File: config.mk
export PLATFORM = sky130hd
export DESIGN_NAME = hazard_ctrl
export DESIGN_NICKNAME = d
export VERILOG_FILES = /design/src/rtl/hazard_ctrl_pkg.sv /design/src/rtl/hazard_ctrl_fwd_sel.sv /design/src/rtl/hazard_ctrl.sv
export SDC_FILE = /design/constraint.sdc
export NUM_CORES = 1
export LEC_CHECK = 0
export CAP_MARGIN = 20
export CORE_UTILIZATION = 44
export DETAILED_ROUTE_END_ITERATION = 10
export PLACE_DENSITY = 0.8
export SETUP_SLACK_MARGIN = 0.15
export SLEW_MARGIN = 0
export SYNTH_ARGS = -nofsm -noshare
export SYNTH_HDL_FRONTEND = slang
export SYNTH_HIERARCHICAL = 1
export SYNTH_SLANG_ARGS = --single-unit
File: constraint.sdc
create_clock -name clk -period 3.7 [get_ports clk]
set_clock_uncertainty 0.1 [all_clocks]
set_input_delay 0.74 -clock clk [delete_from_list [all_inputs] [get_ports clk]]
set_output_delay 0.74 -clock clk [all_outputs]
set_load 0.1 [all_outputs]
File: src/rtl/hazard_ctrl_pkg.sv
// Shared encodings for the pipeline hazard controller: FSM states,
// EX operand forward-select codes and the write-back source code for loads.
package hazard_ctrl_pkg;

   typedef enum logic [1:0] {
      ST_RUN = 2'b00,
      ST_LDW = 2'b01,
      ST_MDU = 2'b10,
      ST_MEM = 2'b11
   } hz_state_e;

   localparam logic [1:0] FWD_RF  = 2'b00;
   localparam logic [1:0] FWD_MEM = 2'b01;
   localparam logic [1:0] FWD_WB  = 2'b10;

   localparam logic [1:0] WB_SEL_LOAD = 2'b11;

endpackage

File: src/rtl/hazard_ctrl_fwd_sel.sv
// Forwarding comparator for one EX source operand; MEM result wins over WB,
// and x0 is never forwarded.
module fwd_sel
   import hazard_ctrl_pkg::*;
#(
   parameter int AW = 5
) (
   input  logic [AW-1:0] rs_i,
   input  logic [AW-1:0] rd_m_i,
   input  logic          wb_en_m_i,
   input  logic [AW-1:0] rd_w_i,
   input  logic          wb_en_w_i,
   output logic [1:0]    sel_o
);

   always_comb begin
      sel_o = FWD_RF;
      if (wb_en_m_i && (rd_m_i != '0) && (rd_m_i == rs_i)) begin
         sel_o = FWD_MEM;
      end else if (wb_en_w_i && (rd_w_i != '0) && (rd_w_i == rs_i)) begin
         sel_o = FWD_WB;
      end
   end

endmodule

File: src/rtl/hazard_ctrl.sv
// Pipeline hazard controller: stage enables/bubbles for load-use, MDU and
// data-memory stalls plus branch flush, EX operand forwarding, stall counter.
module hazard_ctrl
   import hazard_ctrl_pkg::*;
#(
   parameter int AW         = 5,
   parameter int LOAD_STALL = 1,
   parameter int CNT_W      = 32
) (
   input  logic             clk,
   input  logic             rst,
   input  logic [1:0]       wb_sel_e,
   input  logic [AW-1:0]    rd_e,
   input  logic [AW-1:0]    rd_m,
   input  logic             wb_en_m,
   input  logic [AW-1:0]    rd_w,
   input  logic             wb_en_w,
   input  logic [AW-1:0]    rs1_d,
   input  logic [AW-1:0]    rs2_d,
   input  logic             rs1_need,
   input  logic             rs2_need,
   input  logic [AW-1:0]    rs1_e,
   input  logic [AW-1:0]    rs2_e,
   input  logic             taken,
   input  logic             mdu_start,
   input  logic             mdu_done,
   input  logic             dmem_req,
   input  logic             dmem_ready,
   output logic             if_en,
   output logic             de_en,
   output logic             ex_en,
   output logic             de_rst,
   output logic             ex_rst,
   output logic [1:0]       fwd_a,
   output logic [1:0]       fwd_b,
   output logic [CNT_W-1:0] stall_cycles
);

   localparam logic [1:0] LDW_INIT = 2'(LOAD_STALL - 1);

   hz_state_e        state_q, state_d, cur_st;
   logic [1:0]       cnt_q, cnt_d;
   logic [CNT_W-1:0] stall_q, stall_d;
   logic             hazard_ld, mem_wait, mdu_wait, run_dec;

   assign hazard_ld = (wb_sel_e == WB_SEL_LOAD) && (rd_e != '0) &&
                      (((rd_e == rs1_d) && rs1_need) || ((rd_e == rs2_d) && rs2_need));
   assign mem_wait  = dmem_req && !dmem_ready;
   assign mdu_wait  = mdu_start && !mdu_done;

   // While rst is high the outputs decode as RUN so an in-flight freeze is not visible
   assign cur_st = rst ? ST_RUN : state_q;

   always_comb begin
      state_d = cur_st;
      cnt_d   = cnt_q;
      if_en   = 1'b1;
      de_en   = 1'b1;
      ex_en   = 1'b1;
      de_rst  = 1'b0;
      ex_rst  = 1'b0;
      run_dec = 1'b0;
      unique case (cur_st)
         ST_RUN: run_dec = 1'b1;
         ST_LDW: begin
            if (taken) begin
               de_rst  = 1'b1;
               ex_rst  = 1'b1;
               state_d = ST_RUN;
            end else begin
               if_en  = 1'b0;
               de_en  = 1'b0;
               ex_rst = 1'b1;
               cnt_d  = cnt_q - 2'd1;
               if (cnt_q == 2'd1) state_d = ST_RUN;
            end
         end
         ST_MDU: begin
            if (mdu_done) begin
               run_dec = 1'b1;
            end else begin
               if_en = 1'b0;
               de_en = 1'b0;
               ex_en = 1'b0;
            end
         end
         ST_MEM: begin
            if (dmem_ready) begin
               run_dec = 1'b1;
            end else begin
               if_en = 1'b0;
               de_en = 1'b0;
               ex_en = 1'b0;
            end
         end
      endcase

      // Exit cycles of MDU/MEM share the RUN decode, so a pending taken is acted on here
      if (run_dec) begin
         state_d = ST_RUN;
         if (mem_wait) begin
            if_en   = 1'b0;
            de_en   = 1'b0;
            ex_en   = 1'b0;
            state_d = ST_MEM;
         end else if (mdu_wait) begin
            if_en   = 1'b0;
            de_en   = 1'b0;
            ex_en   = 1'b0;
            state_d = ST_MDU;
         end else if (taken) begin
            de_rst = 1'b1;
            ex_rst = 1'b1;
         end else if (hazard_ld) begin
            if_en  = 1'b0;
            de_en  = 1'b0;
            ex_rst = 1'b1;
            if (LOAD_STALL > 1) begin
               cnt_d   = LDW_INIT;
               state_d = ST_LDW;
            end
         end
      end
   end

   always_comb begin
      stall_d = stall_q;
      if (!if_en && (stall_q != '1)) stall_d = stall_q + {{(CNT_W-1){1'b0}}, 1'b1};
   end

   always_ff @(posedge clk) begin
      if (rst) begin
         state_q <= ST_RUN;
         cnt_q   <= 2'd0;
         stall_q <= '0;
      end else begin
         state_q <= state_d;
         cnt_q   <= cnt_d;
         stall_q <= stall_d;
      end
   end

   assign stall_cycles = stall_q;

   fwd_sel #(.AW(AW)) u_fwd_a (
      .rs_i      (rs1_e),
      .rd_m_i    (rd_m),
      .wb_en_m_i (wb_en_m),
      .rd_w_i    (rd_w),
      .wb_en_w_i (wb_en_w),
      .sel_o     (fwd_a)
   );

   fwd_sel #(.AW(AW)) u_fwd_b (
      .rs_i      (rs2_e),
      .rd_m_i    (rd_m),
      .wb_en_m_i (wb_en_m),
      .rd_w_i    (rd_w),
      .wb_en_w_i (wb_en_w),
      .sel_o     (fwd_b)
   );

endmodule

==> results.txt <==
M2 GR Usage = 41.1%
worst vdd ir = 0.164 mV
Vias/cell = 5.34
Crit path largest cell delay = 0.42 ns
Fmax = 291 MHz
largest net degree at the start of global routing = 25
hold crit path type = flop to flop
Die Span Y = 74.7 µm
CTS HTree Levels = 2
YS warnings = 6
hold-fix buffers at CTS = 0
number of global-route vias before repair = 2315
predominant post-synthesis flop cell = dfxtp_1
io pins = 89
crit path to = de_en
MaxCap Viol Count = 0
slew margin rel. = 33.0%
CP Buf/Inv Count = 2
Post-Syn Instances = 287
net count after synthesis = 337
Die ar. = 0.00557 mm²
CP required = 2.86 ns
EDFF count, synth = 0
Post-Syn Area = 0.00232 mm²
Tcrit/Tclk final = 92.9%
worst r2r path cells = 6
crit path kind = input pin to output port
reg-to-reg critical path startpoint = stall_cycles[3]
CTS tree = built
Clock Path Buffers = 2
Leak = 1.15 nW
IO Port Bufs = 88
Critical Path Start = mdu_done
Root Buffer Master = clkbuf_8
Initial DRT Pass Iterations = 4
Avg Cell Area, Syn = 8.10 µm²
row cnt = 26
post-synthesis sequential area ratio = 31.0%
Finish-stage setup viols = 0
total power = 1.03 mW
clock-pin slew on the worst setup and hold paths = 0.08 ns
total congestion overflow = 0
initial core utilization = 45.5%
HPWL after detailed placement = 4.84 mm
Reg2Reg Setup Slack = 1.08 ns
Pwr Density = 293 mW/mm²
die width = 74.7 µm
CTS buffer count = 5
Routed WL = 6.20 mm
Vias = 2399
overall routing resource usage = 22.6%
initial drt markers = 60
diodes inserted = 0
DR DRC count = 0
Resize count post-CTS = 0
met3 Usage GRT = 4.95%
GRT busiest layer = met2
commonest non-fill, non-tap cell in the layout = clkdlybuf4s50_1
global routing usage on met1 = 26.4%
nets@finish = 428
Critical Path AT = 2.60 ns
clk sinks = 36
R2R Path End = stall_cycles[28]
CORE AREA = 0.00511 mm²
Hold Violations, Final = 0
Layout area overhead = 51.5%
number of cells on the critical path = 6
most frequent cells in the layout = clkdlybuf4s50_1, xnor2_1, nor2_1, dfxtp_1
Total Neg Setup Slack = 0 ns
count of different cell masters after synthesis = 45
RSZ-0062 raised after global routing = no
CP Launch Type = input pin
setup bufs post-CTS = 0
critical path cell sequence = clkdlybuf4s50_1 -> or3b_1 -> a21o_1 -> a31o_4 -> or2_2 -> buf_12
Slew Limit Fails = 0
post-synthesis async set-or-reset flop share = 0%
#FFs+latches synth = 36
outcome = completed
CP max FO = 6
layout cells sized above 1 = 9.76%
minimum clock period = 3.44 ns
post-DR wirelength/cell = 13.8 µm
Routed Antenna Nets = 0
Worst setup EP type = output port
GP Congestion = 0.811
first-pass GRT wire length = 9.85 mm
antenna violations before repair = 0
slowest CP cell = clkdlybuf4s50_1
slew at the pin closest to its max-slew limit = 1.00 ns
Worst-Skew Late Latency = 0.30 ns
delay-heaviest family, CP = simple AND/OR/NAND/NOR gates
## registers in the layout, indices dropped and copies added, names as in the netlist
register / cells
cnt_q: 2
stall_cycles: 32
state_q: 2
## stage by stage
step / area, µm² / std cells / hold slack (ns) / setup WS [ns] / util (%)
3_3_place_gp: 3410 / 441 / 0.364 / 0.303 / 66.7
4_1_cts: 3520 / 449 / 0.408 / 0.271 / 68.9
2_1_floorplan: 2350 / 287 / 0.354 / 0.166 / -
5_1_grt: 3520 / 449 / 0.455 / 0.212 / 68.9
6_report: 3520 / 449 / 0.417 / 0.263 / 68.9
3_5_place_dp: 3410 / 441 / 0.395 / 0.283 / 66.7
## cell type report
class / instances / area, µm²
Clock buffer: 5 / 68.8
Clock inverter: 3 / 42.5
Fill cell: 426 / 1590
Inverter: 11 / 41.3
Multi-Input combinational cell: 230 / 1540
Sequential cell: 36 / 721
Tap cell: 70 / 87.6
Timing Repair Buffer: 94 / 1020
## cells by family after synthesis
| kind of cell | share of synthesized area (%) |
|---|---|
| buffers and inverters | 3.93 |
| multiplexers | 1.88 |
| AO/OA/AOI/OAI | 10.2 |
| adder cells (fa/ha/maj) | 1.08 |
| AND/OR/NAND/NOR | 33.4 |
| XOR/XNOR | 18.5 |
| flip-flops | 31.0 |
## routing by layer
metal | part of all wire (%) | routed length, µm
met5 | 0 | 0
met4 | 1.7 | 106
met3 | 3.7 | 231
met2 | 52 | 3210
met1 | 43 | 2660
## worst min path at each step
| stage | slack (ns) | cells past startpoint | from | to |
|---|---|---|---|---|
| final | 0.42 | 2 | stall_cycles[27] | stall_cycles[27] |
| after global routing | 0.46 | 2 | cnt_q[1] | cnt_q[1] |
| after CTS | 0.41 | 2 | cnt_q[1] | cnt_q[1] |
| after detailed placement | 0.40 | 2 | cnt_q[1] | cnt_q[1] |
| after global placement | 0.36 | 2 | cnt_q[1] | cnt_q[1] |
| after floorplan | 0.35 | 2 | cnt_q[1] | cnt_q[1] |
## worst register-to-register path, stage by stage (launching register included)
cell and delay (ns):
dfxtp_1 0.43, nand4_1 0.21, nor4_1 0.80, nor3b_1 0.37, nor4b_1 0.38, xnor2_1 0.17, nor2_1 0.05
## cell usage after synthesis (all sizes together), types with 2 or more instances
cell	number	share of area, %
nand2	18	2.9
clkbuf	8	1.3
a31o	2	1.1
a21o	6	1.9
and3	5	1.3
nor4b	2	0.75
nand3	18	3.9
dfxtp	36	31
o41ai	2	1.4
inv	11	1.8
nand4	10	2.7
ha	2	1.1
nor4	13	4.1
or2	2	0.54
xor2	7	2.6
or4	3	0.97
or3b	2	0.75
xnor2	42	16
nor3	19	4.5
and4	4	1.5
nor2b	5	1.3
buf	2	0.81
a211oi	2	1.1
mux2	3	1.5
nor2	36	5.8
o21ai	3	0.65
nor3b	3	0.97
a21oi	12	2.6
## where the power goes
| group | total, mW | switching (mW) | internal, mW |
|---|---|---|---|
| sequential | 0.400 | 0.00653 | 0.393 |
| combinational | 0.284 | 0.165 | 0.119 |
| clock | 0.346 | 0.147 | 0.199 |
Power figures use the tool's default switching activity.
